File: src/rtl/conv_read_sched.sv
// conv_read_sched: read-phase sequencer for the 1-D convolution engine.
// It takes over the X-memory address counter once both memories are loaded.
// For each output position it walks one M-tap window and drives the MAC strobes.
// Each finished accumulator value is offered on a valid/ready handshake.
module conv_read_sched #(
    parameter int N      = 20,
    parameter int M      = 13,
    parameter int AW     = 5,
    parameter int FW     = 4,
    parameter int RD_LAT = 1
) (
    input  logic          clk,
    input  logic          reset,
    input  logic          x_mem_full,
    input  logic          f_mem_full,
    output logic          en_ext_ctrl,
    output logic          ext_load_addr,
    output logic [AW-1:0] ext_load_addr_val,
    output logic          ext_incr_addr,
    output logic [FW-1:0] f_addr,
    output logic          mac_clr,
    output logic          mac_en,
    output logic          m_valid,
    input  logic          m_ready,
    output logic          done
);

    // Number of output positions and the width of the window index.
    localparam int NW = N - M + 1;
    localparam int JW = (NW > 1) ? $clog2(NW) : 1;
    localparam int DW = 1;

    // Terminal counter values.
    // K_LAST is the tap index on the last RUN cycle; LAST then sees tap M-1.
    localparam logic [JW-1:0] J_LAST = JW'(N - M);
    localparam logic [FW-1:0] K_LAST = FW'((M >= 2) ? M - 2 : 0);
    localparam logic [DW-1:0] D_LAST = DW'((RD_LAT > 0) ? RD_LAT - 1 : 0);

    typedef enum logic [2:0] {
        S_IDLE,
        S_LOAD,
        S_RUN,
        S_LAST,
        S_DRAIN,
        S_OUT,
        S_DONE
    } state_t;

    state_t        state;
    state_t        state_nxt;
    logic [JW-1:0] j;          // window index
    logic [FW-1:0] k;          // tap index
    logic [DW-1:0] d;          // drain counter
    logic          tap_valid;  // a tap address is on the memories this cycle
    logic          tap_first;  // that tap is tap 0 of the window

    wire start = x_mem_full & f_mem_full;

    // State register.
    // NOTE: sequential state uses non-blocking (<=) so every flop samples pre-edge values.
    always_ff @(posedge clk or negedge reset) begin
        if (!reset) begin
            state <= S_IDLE;
        end else begin
            state <= state_nxt;
        end
    end

    // Next-state logic: one pass per window, then a handshake, then the next window or DONE.
    // NOTE: the default assignment at the top keeps this combinational block latch-free.
    always_comb begin
        state_nxt = state;
        unique case (state)
            S_IDLE:  if (start) state_nxt = S_LOAD;
            S_LOAD:  state_nxt = (M == 1) ? S_LAST : S_RUN;
            S_RUN:   if (k == K_LAST) state_nxt = S_LAST;
            S_LAST:  state_nxt = (RD_LAT == 0) ? S_OUT : S_DRAIN;
            S_DRAIN: if (d == D_LAST) state_nxt = S_OUT;
            S_OUT: begin
                if (m_ready) begin
                    state_nxt = (j == J_LAST) ? S_DONE : S_LOAD;
                end
            end
            S_DONE:  state_nxt = S_DONE;
            default: state_nxt = S_IDLE;
        endcase
    end

    // Window index: cleared at frame start, advanced on each accepted output except the last.
    always_ff @(posedge clk or negedge reset) begin
        if (!reset) begin
            j <= '0;
        end else if (state == S_IDLE && start) begin
            j <= '0;
        end else if (state == S_OUT && m_ready && j != J_LAST) begin
            j <= j + 1'b1;
        end
    end

    // Tap index: cleared in LOAD and stepped once per RUN cycle.
    // It therefore tracks the X address offset seen by the memories.
    always_ff @(posedge clk or negedge reset) begin
        if (!reset) begin
            k <= '0;
        end else if (state == S_LOAD) begin
            k <= '0;
        end else if (state == S_RUN) begin
            k <= k + 1'b1;
        end
    end

    // Drain counter: waits out the memory read latency after the last tap address.
    always_ff @(posedge clk or negedge reset) begin
        if (!reset) begin
            d <= '0;
        end else if (state == S_LAST) begin
            d <= '0;
        end else if (state == S_DRAIN) begin
            d <= d + 1'b1;
        end
    end

    // Output decode from the current state.
    // The address counter is only touched in LOAD/RUN, so a stall in OUT issues nothing.
    always_comb begin
        en_ext_ctrl       = 1'b0;
        ext_load_addr     = 1'b0;
        ext_load_addr_val = '0;
        ext_incr_addr     = 1'b0;
        f_addr            = '0;
        m_valid           = 1'b0;
        done              = 1'b0;
        tap_valid         = 1'b0;
        unique case (state)
            S_IDLE: begin
            end
            S_LOAD: begin
                en_ext_ctrl       = 1'b1;
                ext_load_addr     = 1'b1;
                ext_load_addr_val = AW'(j);
            end
            S_RUN: begin
                en_ext_ctrl   = 1'b1;
                ext_incr_addr = 1'b1;
                f_addr        = k;
                tap_valid     = 1'b1;
            end
            S_LAST: begin
                en_ext_ctrl = 1'b1;
                f_addr      = k;
                tap_valid   = 1'b1;
            end
            S_DRAIN: begin
                en_ext_ctrl = 1'b1;
            end
            S_OUT: begin
                en_ext_ctrl = 1'b1;
                m_valid     = 1'b1;
            end
            S_DONE: begin
                done = 1'b1;
            end
            default: begin
            end
        endcase
    end

    assign tap_first = tap_valid && (k == '0);

    // MAC strobes line up with the read data.
    // They are the tap-valid/first-tap flags delayed by the memory read latency.
    generate
        if (RD_LAT == 0) begin : g_mac_comb
            assign mac_en  = tap_valid;
            assign mac_clr = tap_first;
        end else begin : g_mac_pipe
            logic mac_en_q;
            logic mac_clr_q;

            // Delay stage matching the one-cycle memory read.
            // NOTE: these flops are reset so that an abort drops the strobes immediately.
            always_ff @(posedge clk or negedge reset) begin
                if (!reset) begin
                    mac_en_q  <= 1'b0;
                    mac_clr_q <= 1'b0;
                end else begin
                    mac_en_q  <= tap_valid;
                    mac_clr_q <= tap_first;
                end
            end

            assign mac_en  = mac_en_q;
            assign mac_clr = mac_clr_q;
        end
    endgenerate

endmodule

File: config.mk
export PLATFORM = sky130hd
export DESIGN_NAME = conv_read_sched
export DESIGN_NICKNAME = d
export VERILOG_FILES = /design/src/rtl/conv_read_sched.sv
export SDC_FILE = /design/constraint.sdc
export NUM_CORES = 1
export LEC_CHECK = 0
export ABC_AREA = 0
export CORE_MARGIN = 2
export CORE_UTILIZATION = 42
export DETAILED_ROUTE_END_ITERATION = 8
export PLACE_DENSITY = 0.77
export SKIP_CTS_REPAIR_TIMING = 1
export SYNTH_ARGS = -nofsm -noshare
export SYNTH_HDL_FRONTEND = slang
export SYNTH_SLANG_ARGS = --single-unit
File: constraint.sdc
create_clock -name clk -period 1.4 [get_ports clk]
set_input_delay 0.28 -clock clk [delete_from_list [all_inputs] [get_ports clk]]
set_output_delay 0.28 -clock clk [all_outputs]
set_load 0.01 [all_outputs]
Word-level counts from Yosys, hierarchy flattened

Index checks and enable logic that the tools add are counted.

Register bits after elaboration: 13
Input port bits: 5
Output and inout port bits: 16
Word-level logic and storage cells: 55

Add/sub/neg operators: 3
Equality and inequality tests: 13
Muxes and demuxes: 20
Bitwise logic cells: 1
Reduce and logical (&&, ||, !) cells: 12

Operator list:

| kind                                                             | number |
|---|---|
| 3-bit two-way mux                                                | 8 |
| 3-bit case mux with 7 select lines                               | 1 |
| 3-bit == test (second input constant)                            | 4 |
| 4-bit two-way mux                                                | 3 |
| 1-bit two-way mux                                                | 8 |
| 2-bit inequality test (second input constant)                    | 4 |
| 3-bit by 2-bit == test with 1-bit output (second input constant) | 2 |
| 2-bit nonzero test                                               | 3 |
| 5-bit OR reduction                                               | 1 |
| 4-bit by 1-bit adder with 4-bit output (second input constant)   | 1 |
| 4-bit == test (second input constant)                            | 1 |
| 1-bit logical AND                                                | 4 |
| 4-bit logical NOT                                                | 1 |
| 4-bit AND reduction                                              | 1 |
| 3-bit by 1-bit adder with 3-bit output (second input constant)   | 1 |
| 3-bit by 1-bit == test with 1-bit output (second input constant) | 1 |
| 3-bit logical NOT                                                | 1 |
| 3-bit inequality test (second input constant)                    | 1 |
| 2-bit OR reduction                                               | 1 |
| 1-bit adder (second input constant)                              | 1 |
| 1-bit bitwise AND                                                | 1 |

Logic depth before layout (Yosys ltp)

Word-level depth: 5
Gate-level depth with buffers: 5
Depth with buffers taken out: 5

Worst setup path after synthesis

Ideal clock, no wire load.

Kind: register -> register
Start point: reg j[0]
End point: reg j[0]
Setup time: 0.077 ns
Arrival: 1.356 ns
Setup slack: -0.034 ns
Cell stages (with the launch flop): 6
Cells stage by stage: dfrtp_1 ha_1 ha_1 nand2b_1 or3_1 a21oi_1

Word-level cells in the longest chain between the ends: 3

RTL lines:

| what                                                                                   | line   | text |
|---|---|---|
| from (decl)                                                                            | 51     | `logic [JW-1:0] j;` |
| from (signal assigned)                                                                 | 96     | `j <= j + 1'b1;` |
| 3-bit by 1-bit adder with 3-bit output / 3-bit inequality test (equally long branches) | 96, 95 |  |
| 3-bit two-way mux / 1-bit logical AND (equally long branches)                          | 95     | `end else if (state == S_OUT && m_ready && j != J_LAST) begin` |
| 3-bit two-way mux / 2-bit nonzero test (equally long branches)                         | n/a    |  |

Parallel ways exist; a longest one is shown, timed or not. The select of a mux whose other input is x is not followed.
A chain may end at the register's enable or synchronous reset.

Worst setup path in the final report

Start point: reg state[1]
End point: out en_ext_ctrl

Word-level cells in the longest chain between the ends: 3

RTL lines:

| what                                  | line | text |
|---|---|---|
| from (decl)                           | 49   | `state_t state;` |
| from (signal assigned)                | 65   | `state <= state_nxt;` |
| 3-bit == test (tied with other cells) | 134  | `unique case (state)` |
| 5-bit OR reduction (no line) *        | n/a  |  |
| 1-bit two-way mux *                   | 134  |  |
| to (decl)                             | 16   | `output logic en_ext_ctrl,` |

Mark *: on every way between the ends. The rest lies on a longest branch, timed or not.

==> impl_metrics.toml <==
[worst_setup_path]
worstPathArrival_ps = 1430
critical_path.max_stage_delay_ps = 440
reg2reg_slack_ps = -170
crit_chain = "buf_6 > buf_8 > nor3_4 > a21oi_1 > buf_2"
crit_buf_inv = 3
path_depth = 5
rr_startpoint = "state[2]"
rr_worst_depth = 6
crit_path_start_kind = "flop"
crit_type = "reg -> out"
required_ps = 1120
reg2reg_to = "j[0]"
cp-end-kind = "output port"
slowest_stage = "dfrtp_1"
crit_family = "flip-flops"
crit_fanout = 7

[power]
p_leak_nw = 0.696
powerDensity_nw_per_um2 = 2090
internal_power_mw = 1.65
clockPowerShare_pct = 9.1
p_sw_share_pct = 41.6
finalPower_mw = 2.83
p_seq_share_pct = 24.3
irDropWorstVdd_mv = 1.24
power.switching_mw = 1.18
pwr-share-comb_pct = 66.6

[sta]
setup_violations = 15
rsz0062_at_grt = "true"
setup_slack_ps = -305
hold_viol_final = 0
fin_skew_ps = 2.04
slew_viol_final = 0
finalSetupTns_ps = -2800
timing.fmax_mhz = 586
layout_min_cycle_time_ps = 1710
holdWs_ps = 282
period_share_pct = 122

[grt]
grt.total_usage_pct = 21.2
grt_pass1_vias = 709
grt.overflow.total = 0
grt_pass1_wl_mm = 3.21
grt_max_degree = 14
antenna_found_initial = 0

[yosys]
synthCells = 90
syn-mean-instance-area_um2 = 8.84
syn-cell-area_um2 = 796
synthFlopType = "dfrtp_1"
synth.ff_latch_count = 13
ys.warnings.count = 0
synth_cell_types = 28
synth_edf_count = 0
async_flop_share_pct = 100
ys_seq_area_share_pct = 40.9

[run_status]
violations = "negative setup slack"
outcome = "complete, but fails checks"

[die]
fp.dieH_um = 47.5
coreArea_um2 = 1750
num_rows = 15
ios = 21
die_w_um = 47.5
initial_core_util_pct = 45.6
dieArea_um2 = 2260

[route]
totalWireLength_mm = 2.55
drt_iter0_drc = 27
drc_errors = 0
postRouteAntennaNets = 0
vias = 861
vias_per_cell = 5.19
firstDrtPassIters = 4
wl_per_cell_um = 15.4

[layout]
antennaDiodeCount = 0
area_growth_syn_to_layout_pct = 69.7
fillCellCount = 117
finalNonFillerCells = 166
drive_above_1_share_pct = 51.8
fin_nets = 151

[clock_tree]
numCtsBuffers = 3
htree_levels = 1
clkTransAtPathRegs_ps = 90
cts_tree = "built"
insertion_delay_ps = 300
clock-root-buffer = "clkbuf_4"
ctsLongestPathBuffers = 2
cts.sinks = 13

[place]
pre_cts_ws_ps = -344
globalplace.congestion = 0.784
io_buffers = 18
dp_cells = 151
hpwl_mm = 1.53

[run]
maxCapViolCount = 0

[worst_hold_path]
hold_path.class = "in -> async"
## power by group through the flow
stage                     logic (mW)  clock network [mW]  registers [mW]
after floorplan                0.719                   0           0.643
after global placement          1.33                   0           0.660
after detailed placement        1.38                   0           0.672
after CTS                       1.39               0.256           0.665
after global routing            2.05               0.271           0.700
final                           1.88               0.256           0.687
## cell families (layout without fill, tap and decap cells)
kind of cell	Yosys count	after routing	share of synthesized area [%]
AOI/OAI and AO/OA	25	25	17.9
muxes	3	3	3.77
DFF	13	13	40.9
buffers and inverters	11	61	6.76
other	1	2	0.471
and+or+nand+nor	33	33	23.9
adders and majority gates	4	4	6.29
## state kept, by name, summed over array words and instances (netlist names)
register	flops
k	4
j	3
state	3
d	1
mac_clr	1
mac_en	1
## cells in the final DEF (no fill, tap or decap), types with 3 or more instances in the layout
master	synthesis	layout
o21ai_0	10	8
mux2i_1	3	3
a21oi_1	8	6
clkbuf_4	0	3
buf_6	0	7
nor2_1	5	4
inv_1	5	4
buf_2	4	9
dfrtp_1	13	11
and2_1	5	3
nand2_1	5	5
clkdlybuf4s50_1	0	4
buf_4	2	28
## cell usage after synthesis (2+ instances only)
| cell type | count | area share [%] |
|---|---|---|
| nand2_1 | 5 | 2.4 |
| a21oi_1 | 8 | 5.0 |
| o21ai_0 | 10 | 6.3 |
| mux2i_1 | 3 | 3.8 |
| nor2_1 | 5 | 2.4 |
| o21a_1 | 2 | 1.9 |
| inv_1 | 5 | 2.4 |
| nor2b_1 | 2 | 1.6 |
| dfrtp_1 | 13 | 41 |
| ha_1 | 4 | 6.3 |
| and3_1 | 2 | 1.6 |
| nor3_1 | 3 | 1.9 |
| a22oi_1 | 2 | 1.9 |
| nand2b_1 | 3 | 2.4 |
| buf_2 | 4 | 2.5 |
| nand3_1 | 2 | 1.3 |
| and2_1 | 5 | 3.9 |
| buf_4 | 2 | 1.9 |
## through the flow
stage	util (%)	cell area [um^2]
6_report	77.3	1350
5_1_grt	77.3	1350
4_1_cts	67.9	1180
3_5_place_dp	66.4	1160
3_3_place_gp	66.4	1160
2_1_floorplan	-	810
## routing by layer
layer | part of all wire (%) | vias to the layer above | wire length, um | global-route usage, %
li1 | - | 413 | - | -
met1 | 44 | 418 | 1120 | 27.9
met2 | 50 | 25 | 1270 | 32.2
met3 | 4.7 | 5 | 120 | 4.53
met4 | 2.0 | 0 | 50 | 11.7
met5 | 0 | - | 0 | 0
## how the worst max path moves through the flow
stage	from	endpoint	slack, ps
floorplan	state[2]	ext_load_addr_val[0]	10
global placement	state[1]	ext_load_addr_val[2]	-310
detailed placement	state[1]	ext_load_addr_val[1]	-340
CTS	state[1]	ext_load_addr_val[1]	-680
global route	state[1]	en_ext_ctrl	-370
finish	state[1]	en_ext_ctrl	-310
## cell type report
type	instances	area, um^2	area share [%]
sequential	13	328	24.3
clock buffer	4	26.3	1.95
inverter	5	18.8	1.39
multi-input combinational	67	527	39.0
tap	25	31.3	2.32
timing repair buffer	52	419	31.0
(Power assumes the default switching activity.)
